File: config.mk
export PLATFORM = sky130hd
export DESIGN_NAME = inverse_host_sequencer
export DESIGN_NICKNAME = d
export VERILOG_FILES = /design/src/rtl/inverse_host_sequencer_pkg.sv /design/src/rtl/inverse_host_sequencer_width_serdes.sv /design/src/rtl/inverse_host_sequencer.sv
export SDC_FILE = /design/constraint.sdc
export NUM_CORES = 1
export LEC_CHECK = 0
export BUFFER_PORTS_ARGS = -buffer_cell sky130_fd_sc_hd__buf_2
export CORE_MARGIN = 2
export CORE_UTILIZATION = 25
export CTS_BUF_LIST = sky130_fd_sc_hd__clkbuf_8
export DETAILED_ROUTE_END_ITERATION = 16
export GPL_ROUTABILITY_DRIVEN = 1
export HOLD_SLACK_MARGIN = 0.03
export PLACE_DENSITY_LB_ADDON = 0.3
export SYNTH_ARGS = -nofsm -noshare
export SYNTH_HDL_FRONTEND = slang
export SYNTH_SLANG_ARGS = --single-unit
File: constraint.sdc
create_clock -name clk -period 2.02 [get_ports clk]
set_clock_uncertainty 0.15 [all_clocks]
set_input_delay 0.101 -clock clk [delete_from_list [all_inputs] [get_ports clk]]
set_output_delay 0.101 -clock clk [all_outputs]
set_load 0.02 [all_outputs]
File: src/rtl/inverse_host_sequencer_pkg.sv
// inverse_host_sequencer_pkg: sequencer state encoding, idle command and opcode constants
package inverse_host_sequencer_pkg;
  typedef enum logic [2:0] {IDLE, LOAD, WRITE, CMD, WAIT, RADDR, RWAIT, SEND} state_t;
  localparam logic [5:0] CMD_IDLE = 6'h00;
  localparam logic [5:0] OP_MUL = 6'h01;
  localparam logic [5:0] OP_INV = 6'h05;
endpackage

File: src/rtl/inverse_host_sequencer_width_serdes.sv
// width_serdes: WORD<->Data shift register with word counter
// clr/ld/step: clear, parallel load, shift one word in at the top; q: low OW bits; last: counter at N-1
module width_serdes import inverse_host_sequencer_pkg::*; #(
  parameter int Data = 256,
  parameter int WORD = 32,
  parameter int OW = 256
) (
  input  logic            clk,
  input  logic            rst,
  input  logic            clr,
  input  logic            ld,
  input  logic [Data-1:0] par_in,
  input  logic            step,
  input  logic [WORD-1:0] word_in,
  output logic [OW-1:0]   q,
  output logic            last
);
  localparam int N = Data / WORD;
  localparam int CW = $clog2(N) + 1;
  logic [Data-1:0] sr;
  logic [CW-1:0] k;
  // shifting right by a word lands beat k at [k*WORD +: WORD] after N beats, and exposes word j at the bottom when sending
  always_ff @(posedge clk) begin
    if (rst || clr) begin
      sr <= '0;
      k <= '0;
    end else if (ld) begin
      sr <= par_in;
      k <= '0;
    end else if (step) begin
      sr <= {word_in, sr[Data-1:WORD]};
      k <= k + 1'b1;
    end
  end
  assign q = sr[OW-1:0];
  assign last = k == CW'(N - 1);
endmodule

File: src/rtl/inverse_host_sequencer.sv
// inverse_host_sequencer: host-side initiator that loads an operand, commands the inverse block and streams the result
// start/start_cmd/src_addr/dst_addr: operation request; busy/done: status
// in_*: narrow operand stream in; out_*: narrow result stream out (LSW first)
// wr_en/Addr/Data_in/Data_Out: RAM host port; Command: one-cycle command to the state machine
module inverse_host_sequencer #(
  parameter int Data = 256,
  parameter int addr = 6,
  parameter int Command_len = 6,
  parameter int WORD = 32,
  parameter int CMD_CYCLES = 1024,
  parameter int RD_LAT = 1,
  parameter logic [Command_len-1:0] CMD_IDLE = Command_len'(inverse_host_sequencer_pkg::CMD_IDLE)
) (
  input  logic                   clk,
  input  logic                   rst,
  input  logic                   start,
  input  logic [Command_len-1:0] start_cmd,
  input  logic [addr-1:0]        src_addr,
  input  logic [addr-1:0]        dst_addr,
  output logic                   busy,
  output logic                   done,
  input  logic                   in_valid,
  output logic                   in_ready,
  input  logic [WORD-1:0]        in_data,
  output logic                   out_valid,
  input  logic                   out_ready,
  output logic [WORD-1:0]        out_data,
  output logic                   out_last,
  output logic                   wr_en,
  output logic [addr-1:0]        Addr,
  output logic [Data-1:0]        Data_in,
  input  logic [Data-1:0]        Data_Out,
  output logic [Command_len-1:0] Command
);
  import inverse_host_sequencer_pkg::*;
  localparam int CT = CMD_CYCLES > RD_LAT ? CMD_CYCLES : RD_LAT;
  localparam int CW = $clog2(CT) + 1;
  state_t state, nxt;
  logic [CW-1:0] cnt;
  logic [Command_len-1:0] cmd_r;
  logic [addr-1:0] src_r, dst_r;
  logic beat, acc, last_l, last_s, wait_end, rd_end, idle;
  assign idle = state == IDLE;
  assign beat = in_valid && in_ready;
  assign acc = out_valid && out_ready;
  assign wait_end = state == WAIT && cnt == CW'(CMD_CYCLES - 1);
  assign rd_end = state == RWAIT && cnt == CW'(RD_LAT - 1);
  assign busy = !idle;
  assign in_ready = state == LOAD;
  assign wr_en = state == WRITE;
  assign out_valid = state == SEND;
  assign out_last = out_valid && last_s;
  assign Command = state == CMD ? cmd_r : CMD_IDLE;
  assign Addr = wr_en ? src_r : (state == RADDR || state == RWAIT) ? dst_r : '0;
  always_comb begin
    nxt = state;
    case (state)
      IDLE:    nxt = start ? LOAD : IDLE;
      LOAD:    nxt = beat && last_l ? WRITE : LOAD;
      WRITE:   nxt = CMD;
      CMD:     nxt = WAIT;
      WAIT:    nxt = wait_end ? RADDR : WAIT;
      RADDR:   nxt = RWAIT;
      RWAIT:   nxt = rd_end ? SEND : RWAIT;
      SEND:    nxt = acc && last_s ? IDLE : SEND;
      default: nxt = IDLE;
    endcase
  end
  always_ff @(posedge clk) begin
    if (rst) begin
      state <= IDLE;
      cnt <= '0;
      cmd_r <= CMD_IDLE;
      src_r <= '0;
      dst_r <= '0;
      done <= 1'b0;
    end else begin
      state <= nxt;
      // one counter serves both timed states; it sits at zero everywhere else
      cnt <= (state == WAIT || state == RWAIT) && !wait_end && !rd_end ? cnt + 1'b1 : '0;
      done <= acc && last_s;
      if (idle && start) begin
        cmd_r <= start_cmd;
        src_r <= src_addr;
        dst_r <= dst_addr;
      end
    end
  end
  width_serdes #(.Data(Data), .WORD(WORD), .OW(Data)) u_load (
    .clk(clk), .rst(rst), .clr(idle), .ld(1'b0), .par_in('0),
    .step(beat), .word_in(in_data), .q(Data_in), .last(last_l)
  );
  width_serdes #(.Data(Data), .WORD(WORD), .OW(WORD)) u_send (
    .clk(clk), .rst(rst), .clr(idle), .ld(rd_end), .par_in(Data_Out),
    .step(acc), .word_in('0), .q(out_data), .last(last_s)
  );
endmodule

==> results.sh <==
export IMPL_grt_setup_unrepaired="yes"
export IMPL_synth_edf_count=0
export IMPL_synthDistinctLibCells=39
export IMPL_hpwl_um=60600
export IMPL_gp_congestion=0.838
export IMPL_die_height_um=296
export IMPL_ir_drop_mv=0.658
export IMPL_cp_max_fo=6
export IMPL_grt_max_degree=80
export IMPL_syn2layout_area_growth_pct=71.1
export IMPL_drc=0
export IMPL_hold_path_class="in -> reg"
export IMPL_clock_latency_ns=0.70
export IMPL_antenna_found_initial=18
export IMPL_violations="setup timing"
export IMPL_final_max_slew_violation_count=0
export IMPL_placed_cells=4211
export IMPL_regArea_um2=11100
export IMPL_synth_seq_cells=553
export IMPL_row_count=107
export IMPL_setup_viol=309
export IMPL_total_power_mw=24.3
export IMPL_io_pins=617
export IMPL_synth_fp_nets=2880
export IMPL_fillers=8269
export IMPL_dr_pass1_iters=6
export IMPL_fin_tns_setup_ns=-35.27
export IMPL_core_area_um2=84900
export IMPL_drt_iter0_markers=1776
export IMPL_clock_path_buffers=3
export IMPL_end_kind="output pin"
export IMPL_slowest_delay_ns=0.33
export IMPL_die_x_um=296
export IMPL_fin_cells=4916
export IMPL_worst_pin_slew_ns=0.523
export IMPL_yosysSeqAreaShare=0.519
export IMPL_grt_pass1_vias=22000
export IMPL_p_per_area_nw_per_um2=665
export IMPL_syn_area_um2=21300
export IMPL_cts_root_buffer="clkbuf_8"
export IMPL_slowest_stage="dfxtp_2"
export IMPL_grt_pass1_wl_um=132000
export IMPL_multiInputGateArea_um2=10700
export IMPL_status="complete, but fails checks"
export IMPL_path_common_cell="buf_6"
export IMPL_worstPathRequired_ns=1.77
export IMPL_die_area_um2=87600
export IMPL_fin_ws_ns=-0.270
export IMPL_cts_clk_slew_worst_paths_ns=0.06
export IMPL_drv_cap=0
export IMPL_crit_chain="buf_6, buf_6, buf_6, nand2b_4, a21boi_2, buf_6, a22o_1, buf_6"
export IMPL_max_freq_mhz=437
export IMPL_htree_levels=3
export IMPL_leakage_nw=13.5
export IMPL_worst_setup_path_type="reg -> out"
export IMPL_final_layout_size_suffix_gt1_frac=0.379
export IMPL_numCtsBuffers=100
export IMPL_startpoint_type="flip-flop"
export IMPL_slew_headroom=0.650
export IMPL_start_util=0.251
export IMPL_grt_ovfl_total=0
export IMPL_grt_use_total=0.195
export IMPL_vias_per_cell=4.82
export IMPL_period_minus_slack_ns=2.29
export IMPL_hold_viol=0
export IMPL_ys_warn_count=0
export IMPL_worstPathArrival_ns=2.04
export IMPL_synth_main_ff_cell="dfxtp_1"
export IMPL_dp_slack_ns=0.0116
export IMPL_syn_instance_count=2565
export IMPL_drt_total_wl_um=99800
export IMPL_io_buffers=616
export IMPL_wire_per_inst_um=20.3
export IMPL_fin_nets=3989
export IMPL_cts_sinks=553
export IMPL_vias=23700
export IMPL_syn_area_per_cell_um2=8.31
export IMPL_tritoncts="done"
export IMPL_ant_nets=0
export IMPL_finalCritPeriodShare=1.13
export IMPL_synthArstFlopShare=0
==> cell usage after synthesis, types with 9 or more instances <==
cell        n  share of area
buf_8      11         0.0077
nor2_1     22         0.0039
o21ai_0    32         0.0075
dfxtp_1   553           0.52
xor2_1      9         0.0037
nand2_1   627           0.11
clkbuf_1   61          0.011
a21oi_1   566           0.13
a22oi_1   192          0.068
buf_2     104          0.024
buf_6      13         0.0069
nand3_1   233          0.055
buf_4      68          0.024
==> worst max-delay path, delay by kind of cell (launching register included) <==
| family | cells | cell delay (ns) |
|---|---|---|
| simple gates | 1 | 0.13 |
| flops | 1 | 0.33 |
| buf+inv | 5 | 0.60 |
| compound gates | 2 | 0.29 |
==> routing by layer <==
layer	wire length, um	up-vias	global-route usage	share of wire
met5	44	-	0	0.00044
met4	4530	6	0.0976	0.045
met3	6830	298	0.0434	0.068
met2	45800	984	0.307	0.46
met1	42700	11300	0.250	0.43
li1	-	11200	-	-
==> stage by stage <==
step                      hold slack, ns  utilization  area [um^2]
after floorplan                   0.0870            -        21300
after global placement             0.192        0.306        26000
after detailed placement           0.197        0.306        26000
after CTS                         0.0305        0.386        32800
after global routing              0.0357        0.430        36500
final                             0.0849        0.430        36500
==> kinds of logic (layout without fill, tap and decap cells) <==
group,count (synthesis),after routing,synth area share
AO/OA/AOI/OAI,802,802,0.213
XOR/XNOR,15,15,0.00616
adder cells (fa/ha/maj),4,4,0.00235
buffers and inverters,272,1460,0.0771
flip-flops,553,553,0.519
other,0,17,0
AND/OR/NAND/NOR,919,921,0.182
==> timing repair <==
action,4_1_cts,5_1_grt
resized for setup,66,616
hold buffers,410,0
hold endpoints to repair,542,0
setup buffers,13,21
gates cloned,3,58
pin swaps,12,256
setup endpoints to repair,69,499
==> state kept, by name (all words and copies together) (netlist names) <==
name	flops
u_send.k	4
cmd_r	6
cnt	11
done	1
u_load.q	256
state	3
dst_r	6
u_load.k	4
u_send.sr	256
src_r	6
==> power by group <==
group,switching (mW),internal [mW],leakage (nW)
clock,5.08,6.57,1.23
combinational,0.683,0.988,7.83
sequential,0.0158,10.9,4.46
total,5.77,18.5,13.5
==> cell type report <==
| class | count | share of cell area |
|---|---|---|
| Timing Repair Buffer | 1271 | 0.301 |
| Antenna cell | 17 | 0.00117 |
| Sequential cell | 553 | 0.304 |
| Multi-Input combinational cell | 1742 | 0.294 |
| Tap cell | 1144 | 0.0393 |
| Clock inverter | 46 | 0.00920 |
| Inverter | 6 | 0.000618 |
| Clock buffer | 137 | 0.0517 |
==> cells in the final DEF, fill, tap and decap left out, drive strengths merged, types with 2 or more instances in the layout <==
cell,instances
nor4,2
nor2,22
a22oi,192
diode,17
nand2,629
a221oi,2
nor3b,3
nor3,2
inv,34
nor4b,2
xor2,9
nand2b,3
and2,8
dfxtp,553
and3b,2
xnor2,6
bufbuf,3
a21oi,566
nand4,5
clkbuf,173
a22o,6
nor2b,3
ha,4
clkinvlp,3
and4,3
and3,2
clkinv,11
nand3,233
o21ai,32
dlygate4sd3,410
bufinv,4
buf,822
==> worst paths after layout <==
path	start	cells after the start	to	slack (ns)
setup / recovery	state[1]	8	Addr[2]	-0.27
hold / removal	Data_Out[246]	4	u_send.sr[246]	0.08
setup reg to reg	state[1]	11	u_load.q[64]	-0.18
hold reg to reg	u_load.q[225]	2	u_load.q[193]	0.30
(Power assumes the default switching activity.)
